[config.mk]
export PLATFORM = sky130hd
export DESIGN_NAME = multicycle_main_control
export DESIGN_NICKNAME = d
export VERILOG_FILES = /design/src/rtl/multicycle_main_control_pkg.sv /design/src/rtl/multicycle_main_control.sv
export SDC_FILE = /design/constraint.sdc
export NUM_CORES = 1
export LEC_CHECK = 0
export BUFFER_PORTS_ARGS = -buffer_cell sky130_fd_sc_hd__clkbuf_2
export CAP_MARGIN = 20
export CORE_UTILIZATION = 50
export DETAILED_ROUTE_END_ITERATION = 16
export HOLD_SLACK_MARGIN = 0.06
export PLACE_DENSITY = 0.76
export SLEW_MARGIN = 20
export SYNTH_ARGS = -nofsm -noshare
export SYNTH_HDL_FRONTEND = slang
export SYNTH_SLANG_ARGS = --single-unit
[constraint.sdc]
create_clock -name clk -period 2.8 [get_ports clk]
set_clock_uncertainty 0.1 [all_clocks]
set_input_delay 0.42 -clock clk [delete_from_list [all_inputs] [get_ports clk]]
set_output_delay 0.42 -clock clk [all_outputs]
set_load 0.01 [all_outputs]
[src/rtl/multicycle_main_control_pkg.sv]
// multicycle_main_control_pkg: state, opcode, ALUOp and mux-select encodings for the multicycle controller
package multicycle_main_control_pkg;
  typedef enum logic [3:0] {
    S_FETCH     = 4'd0,
    S_DECODE    = 4'd1,
    S_MEM_ADDR  = 4'd2,
    S_MEM_READ  = 4'd3,
    S_MEM_WB    = 4'd4,
    S_MEM_WRITE = 4'd5,
    S_EXEC_R    = 4'd6,
    S_R_WB      = 4'd7,
    S_EXEC_I    = 4'd8,
    S_I_WB      = 4'd9,
    S_BRANCH    = 4'd10,
    S_JUMP      = 4'd11
  } state_t;
  localparam logic [5:0] OP_R    = 6'b000000;
  localparam logic [5:0] OP_LW   = 6'b100011;
  localparam logic [5:0] OP_SW   = 6'b101011;
  localparam logic [5:0] OP_BEQ  = 6'b000100;
  localparam logic [5:0] OP_J    = 6'b000010;
  localparam logic [5:0] OP_ADDI = 6'b001000;
  localparam logic [5:0] OP_ANDI = 6'b001100;
  localparam logic [5:0] OP_ORI  = 6'b001101;
  localparam logic [5:0] OP_XORI = 6'b001110;
  localparam logic [5:0] OP_SLTI = 6'b001010;
  localparam logic [2:0] ALUOP_AND   = 3'd0;
  localparam logic [2:0] ALUOP_OR    = 3'd1;
  localparam logic [2:0] ALUOP_ADD   = 3'd2;
  localparam logic [2:0] ALUOP_SUB   = 3'd3;
  localparam logic [2:0] ALUOP_OP4   = 3'd4;
  localparam logic [2:0] ALUOP_OP5   = 3'd5;
  localparam logic [2:0] ALUOP_FUNCT = 3'd7;
  localparam logic [1:0] SRCB_REG    = 2'b00;
  localparam logic [1:0] SRCB_FOUR   = 2'b01;
  localparam logic [1:0] SRCB_IMM    = 2'b10;
  localparam logic [1:0] SRCB_IMM_SH = 2'b11;
  localparam logic [1:0] PCSRC_ALU    = 2'b00;
  localparam logic [1:0] PCSRC_ALUOUT = 2'b01;
  localparam logic [1:0] PCSRC_JUMP   = 2'b10;
  // FETCH doubles as the "unrecognised opcode" result
  function automatic state_t decode_next(input logic [5:0] op);
    case (op)
      OP_R:                                      return S_EXEC_R;
      OP_LW, OP_SW:                              return S_MEM_ADDR;
      OP_BEQ:                                    return S_BRANCH;
      OP_J:                                      return S_JUMP;
      OP_ADDI, OP_ANDI, OP_ORI, OP_XORI, OP_SLTI: return S_EXEC_I;
      default:                                   return S_FETCH;
    endcase
  endfunction
  function automatic logic [2:0] imm_aluop(input logic [5:0] op);
    return op == OP_ANDI ? ALUOP_AND :
           op == OP_ORI  ? ALUOP_OR  :
           op == OP_XORI ? ALUOP_OP4 :
           op == OP_SLTI ? ALUOP_OP5 : ALUOP_ADD;
  endfunction
endpackage

[src/rtl/multicycle_main_control.sv]
// multicycle_main_control: main control FSM sequencing fetch/decode/execute/memory/writeback with memory stalls
module multicycle_main_control
  import multicycle_main_control_pkg::*;
#(
  parameter logic [2:0] RESET_ALUOP = 3'b000
) (
  input  logic       clk,
  input  logic       reset,
  input  logic [5:0] opcode,
  input  logic       mem_ready,
  output logic       pc_write,
  output logic       pc_write_cond,
  output logic       i_or_d,
  output logic       mem_read,
  output logic       mem_write,
  output logic       ir_write,
  output logic       mem_to_reg,
  output logic       reg_dst,
  output logic       reg_write,
  output logic       alu_src_a,
  output logic [1:0] alu_src_b,
  output logic [1:0] pc_source,
  output logic [2:0] ALUOp,
  output logic       illegal_op,
  output logic [3:0] state
);
  state_t     r_state;
  state_t     w_next;
  logic [5:0] r_op_q;
  always_ff @(posedge clk) begin
    if (reset) begin
      r_state <= S_FETCH;
      r_op_q  <= '0;
    end else begin
      r_state <= w_next;
      if (r_state == S_DECODE) r_op_q <= opcode;
    end
  end
  always_comb begin
    w_next = S_FETCH;
    case (r_state)
      S_FETCH:     w_next = mem_ready ? S_DECODE : S_FETCH;
      S_DECODE:    w_next = decode_next(opcode);
      S_MEM_ADDR:  w_next = r_op_q == OP_LW ? S_MEM_READ : S_MEM_WRITE;
      S_MEM_READ:  w_next = mem_ready ? S_MEM_WB : S_MEM_READ;
      S_MEM_WRITE: w_next = mem_ready ? S_FETCH : S_MEM_WRITE;
      S_EXEC_R:    w_next = S_R_WB;
      S_EXEC_I:    w_next = S_I_WB;
      default:     w_next = S_FETCH;
    endcase
  end
  always_comb begin
    pc_write      = 1'b0;
    pc_write_cond = 1'b0;
    i_or_d        = 1'b0;
    mem_read      = 1'b0;
    mem_write     = 1'b0;
    ir_write      = 1'b0;
    mem_to_reg    = 1'b0;
    reg_dst       = 1'b0;
    reg_write     = 1'b0;
    alu_src_a     = 1'b0;
    alu_src_b     = SRCB_REG;
    pc_source     = PCSRC_ALU;
    ALUOp         = ALUOP_ADD;
    illegal_op    = 1'b0;
    state         = r_state;
    case (r_state)
      S_FETCH: begin
        mem_read  = 1'b1;
        alu_src_b = SRCB_FOUR;
        ir_write  = mem_ready;
        pc_write  = mem_ready;
      end
      S_DECODE: begin
        alu_src_b  = SRCB_IMM_SH;
        illegal_op = decode_next(opcode) == S_FETCH;
      end
      S_MEM_ADDR: begin
        alu_src_a = 1'b1;
        alu_src_b = SRCB_IMM;
      end
      S_MEM_READ: begin
        mem_read = 1'b1;
        i_or_d   = 1'b1;
      end
      S_MEM_WB: begin
        reg_write  = 1'b1;
        mem_to_reg = 1'b1;
      end
      S_MEM_WRITE: begin
        mem_write = 1'b1;
        i_or_d    = 1'b1;
      end
      S_EXEC_R: begin
        alu_src_a = 1'b1;
        ALUOp     = ALUOP_FUNCT;
      end
      S_R_WB: begin
        reg_write = 1'b1;
        reg_dst   = 1'b1;
      end
      S_EXEC_I: begin
        alu_src_a = 1'b1;
        alu_src_b = SRCB_IMM;
        ALUOp     = imm_aluop(r_op_q);
      end
      S_I_WB: reg_write = 1'b1;
      S_BRANCH: begin
        alu_src_a     = 1'b1;
        ALUOp         = ALUOP_SUB;
        pc_write_cond = 1'b1;
        pc_source     = PCSRC_ALUOUT;
      end
      S_JUMP: begin
        pc_write  = 1'b1;
        pc_source = PCSRC_JUMP;
      end
      default: state = r_state;
    endcase
    if (reset) begin
      {pc_write, pc_write_cond, i_or_d, mem_read, mem_write, ir_write} = '0;
      {mem_to_reg, reg_dst, reg_write, alu_src_a, illegal_op} = '0;
      alu_src_b = '0;
      pc_source = '0;
      ALUOp     = RESET_ALUOP;
      state     = S_FETCH;
    end
  end
endmodule

* After elaboration in Yosys (flattened, before gate mapping)
Index checks and enable logic that the tools add are counted.
Storage, ports and cells: flip-flop bits (word level) 10, bits in latches 0, memory bits (writable) 0, bits in read-only memories 0, input port bits 9, output and inout bits 22, logic and storage cells 77, memories 0
Operators by class: $add $sub $neg 0, $mul 0, divide/modulo/power cells 0, order comparisons 0, eq/ne operators 25, shifts and indexed selects 0, muxes and demuxes 40, bitwise gates (word level) 0, reduce and logical (&&, ||, !) cells 10
Operator list (count):
- equality test 6 x 4 -> 1 bit (second input constant) | 9
- case mux 4 bit (7 select lines) | 1
- two-way mux 3 bit | 8
- two-way mux 1 bit | 22
- case mux 4 bit (5 select lines) | 1
- equality test 6 bit (second input constant) | 3
- equality test 4 x 3 -> 1 bit (second input constant) | 4
- equality test 4 bit (second input constant) | 4
- case mux 3 bit (3 select lines) | 1
- equality test 4 x 2 -> 1 bit (second input constant) | 2
- logical NOT 4 bit | 2
- two-way mux 4 bit | 2
- OR reduction 2 bit | 4
- equality test 6 x 2 -> 1 bit (second input constant) | 1
- equality test 6 x 3 -> 1 bit (second input constant) | 1
- logical NOT 6 bit | 1
- case mux 2 bit (3 select lines) | 1
- OR reduction 5 bit | 1
- equality test 4 x 1 -> 1 bit (second input constant) | 1
- two-way mux 2 bit | 2
- case mux 2 bit (2 select lines) | 1
- OR reduction 4 bit | 1
- OR reduction 3 bit | 1
- case mux 1 bit (2 select lines) | 1

* Longest topological paths before layout
word-level depth 7, gate-level depth with buffers 6

* Worst setup path before layout
Ideal clock, no wire load.
kind reg2out, start register r_state[2], end output ALUOp[2], arrival time 1.511 ns, required time 2.280 ns, setup slack 0.769 ns, stages on the path, launching flop included 6, cell sequence dfxtp_1 > buf_6 > or4b_4 > nor4b_4 > a32oi_1 > nor2_1
On the way: word-level cells in the longest chain between the ends 3, elaborated cells between the ends (all ways) 5, classes of those cells eq/ne: 3; mux: 2
Ends and longest elaborated chain:
- from (decl) | RTL line multicycle_main_control.sv:27 | state_t r_state;
- from (signal assigned) | RTL line multicycle_main_control.sv:35 | r_state <= w_next;
- equality test 4 bit or equality test 4 x 3 -> 1 bit (tied branches) | RTL line multicycle_main_control.sv:68 | case (r_state)
- case mux 3 bit (3 select lines) (*) | RTL line multicycle_main_control.sv:68
- two-way mux 3 bit (*) | RTL line multicycle_main_control.sv:121 | if (reset) begin
- to (decl) | RTL line multicycle_main_control.sv:23 | output logic [2:0] ALUOp,
Every way passes the cells marked *; elsewhere a longest branch is shown, timed or not.

* Worst setup path after layout
Same ends and word-level chain as after synthesis.

==> metrics.yaml <==
status: "finished, final reports clean"
ios: 31
syn_area_um2: 905
seq_power_share_pct: 43.3
ys_ff_latch: 10
clock-sinks: 10
grt_first_pass_wirelength_um: 3220
p_clk_share_pct: 34.9
start_util_pct: 53.0
hold_buffers: 0
clk_pin_slew_ps: 60
p_leak_nw: 0.436
mostFrequentLayoutCell: "clkbuf_2"
n_antenna_cell: 0
synth_top_area_share_pct: 22.1
clockRootBuffer: "clkbuf_4"
htree_levels: 1
drt.antenna.violating_nets: 0
gp_congestion: 0.825
synth.distinct_cells: 43
hold_slack_ps: 346
dp_hpwl_um: 1560
setup_slack_ps: 259
cts_tree: "yes"
fp.dieW_um: 44.5
fin_crit_sh_pct: 90.8
p_int_w: 0.000259
wirelength_um: 2020
nets: 161
synth_top_family_by_area: "simple AND/OR/NAND/NOR gates"
irDropWorstVdd_uv: 221
yosysSeqAreaShare_pct: 22.1
coreArea_mm2: 0.00171
synth_compound_area_share_pct: 23.2
overflow: 0
crit_type: "register to output port"
synthMuxAreaShare_pct: 1.24
hold_start: "opcode[4]"
rr_startpoint: "r_state[2]$_SDFF_PP0_"
cp.required_ps: 2280
utilization_pct: 62.5
totalNegativeSetupSlack_ps: 0
die_y_um: 44.5
via_per_inst: 5.56
drv_slew: 0
seqCellArea_um2: 200
startpoint_type: "register"
synth_area_leaders: "dfxtp_1 (22%), a21oi_1 (8.3%), nand2_1 (6.2%), nor2_1 (5.0%), nand2b_1 (4.8%)"
wl_per_cell_um: 11.4
hold_class: "input pin to register"
path_max_fanout: 20
hold_viol_final: 0
antenna_found_initial: 0
die_area_mm2: 0.00198
drc: 0
synthXorXnorAreaFrac_pct: 1.94
endpoint_kind: "output port"
ctsLongestPathBuffers: 2
vias: 978
num_rows: 15
worstPathArrival_ps: 2020
grt_start_max_net_pins: 25
switching_share_pct: 28.3
pre_cts_ws_ps: 561
max_freq_mhz: 393
switchingPower_w: 0.000102
initialDrtViolationCount: 16
dr.pass1.iters: 4
synth.avg_cell_area_um2: 7.18
cts_buffers: 3
num-fill-cells: 180
powerDensity_mw_per_mm2: 339
ys_warn_count: 0
power_frac_comb_pct: 21.9
grt_pass1_vias: 815
grt_use_total_pct: 21.3
drive_gt1_share_pct: 26.5
fin_crit_ps: 2540
rsz0062_at_grt: "no"
finalSetupViolCount: 0
cp-startpoint: "r_state[2]$_SDFF_PP0_"
drv_cap: 0
worstSkewPairLatency_ps: 260
multiInputGateArea_um2: 627
syn_inst: 126
synthAdderAreaFrac_pct: 0
tightestPinTransition_ps: 575
syn-num-nets: 135
place.port_buffers: 30
areaGrowthSynthToFinish_pct: 18.0
relSlewSlack_pct: 61.4
final_cell_mix: "clkbuf_2 (30), a21oi_1 (15), nand2_1 (15), nor2_1 (12), dfxtp_1 (10)"
synth_area_leader_cell: "dfxtp_1"
cts_resized: 0
yosys.area_share.simple_pct: 42.9
post_cts_buffers: 0
final timing paths:
kind | to | slack [ps] | depth (start not counted)
max | ALUOp[2] | 260 | 5
min reg2reg | r_op_q[3]$_SDFFE_PP0P_ | 370 | 2
max reg2reg | r_state[0]$_SDFF_PP0_ | 880 | 4
min | r_op_q[4]$_SDFFE_PP0P_ | 350 | 3
layout make-up:
class / count / area share (%)
multi-input cells: 102 / 58.7
flip-flops and latches: 10 / 18.8
repair buffers: 31 / 14.8
clock buffers: 4 / 3.40
well taps: 25 / 2.93
inverters: 4 / 1.41
critical path: stages, from the launching register on:
cell	delay, ps
dfxtp_1	480
or4b_4	630
nor4b_4	270
a32oi_1	140
nor2_1	100
clkbuf_2	150
cell families (layout without fill, tap and decap cells):
group / after synthesis / count (layout)
compound gates: 34 / 34
xor+xnor: 2 / 2
buf+inv: 14 / 39
flops: 10 / 10
mux: 1 / 1
simple gates: 65 / 65
routing by layer:
metal  vias up  GRT usage [%]  wire length [um]
li1        501              -                 -
met2        47           37.6               951
met5         -              0                 0
met4         0           8.48                23
met3         5           3.27               122
met1       425           25.7               918
stage by stage:
| stage | cells | area (um^2) | power [W] |
|---|---|---|---|
| final | 176 | 1070 | 0.000362 |
| after CTS | 176 | 1070 | 0.000366 |
| after global routing | 176 | 1070 | 0.000380 |
| after detailed placement | 172 | 1030 | 0.000239 |
| after floorplan | 126 | 905 | 0.000212 |
| after global placement | 172 | 1030 | 0.000238 |
sequential cells by signal (all words and copies together), names as in the netlist:
register,count
r_op_q,6
r_state,4
cell usage after synthesis:
| cell type | instances |
|---|---|
| buf_2 | 2 |
| a211o_1 | 2 |
| or2_1 | 1 |
| o31ai_1 | 2 |
| a32oi_1 | 1 |
| inv_1 | 3 |
| nand2_1 | 15 |
| o21ai_1 | 2 |
| nor4_1 | 2 |
| mux2_2 | 1 |
| or4b_1 | 1 |
| and2_1 | 1 |
| o21a_1 | 1 |
| nor2_1 | 12 |
| and3_1 | 4 |
| inv_2 | 1 |
| nor2b_1 | 3 |
| a2111oi_0 | 1 |
| nor3b_1 | 1 |
| buf_4 | 4 |
| and4_1 | 1 |
| nor3_1 | 6 |
| clkbuf_1 | 2 |
| dfxtp_1 | 10 |
| a21boi_0 | 2 |
| nand4bb_1 | 1 |
| o311a_1 | 1 |
| a21oi_1 | 15 |
| buf_1 | 1 |
| buf_6 | 1 |
| xnor2_1 | 1 |
| o31a_1 | 1 |
| nand3_1 | 2 |
| or4b_4 | 1 |
| nor4_4 | 1 |
| a31oi_1 | 1 |
| nand2b_1 | 7 |
| nand3b_1 | 4 |
| xor2_1 | 1 |
| o21ai_0 | 4 |
| a22oi_1 | 1 |
| or4_1 | 1 |
| nor4b_4 | 1 |
power groups by stage:
stage,Sequential (W),Clock (W),Combinational (W)
2_1_floorplan,0.000156,0,0.0000559
3_3_place_gp,0.000159,0,0.0000781
3_5_place_dp,0.000160,0,0.0000790
4_1_cts,0.000156,0.000130,0.0000794
5_1_grt,0.000158,0.000134,0.0000890
6_report,0.000156,0.000126,0.0000791
No activity file was read; power rests on OpenSTA's default activity.
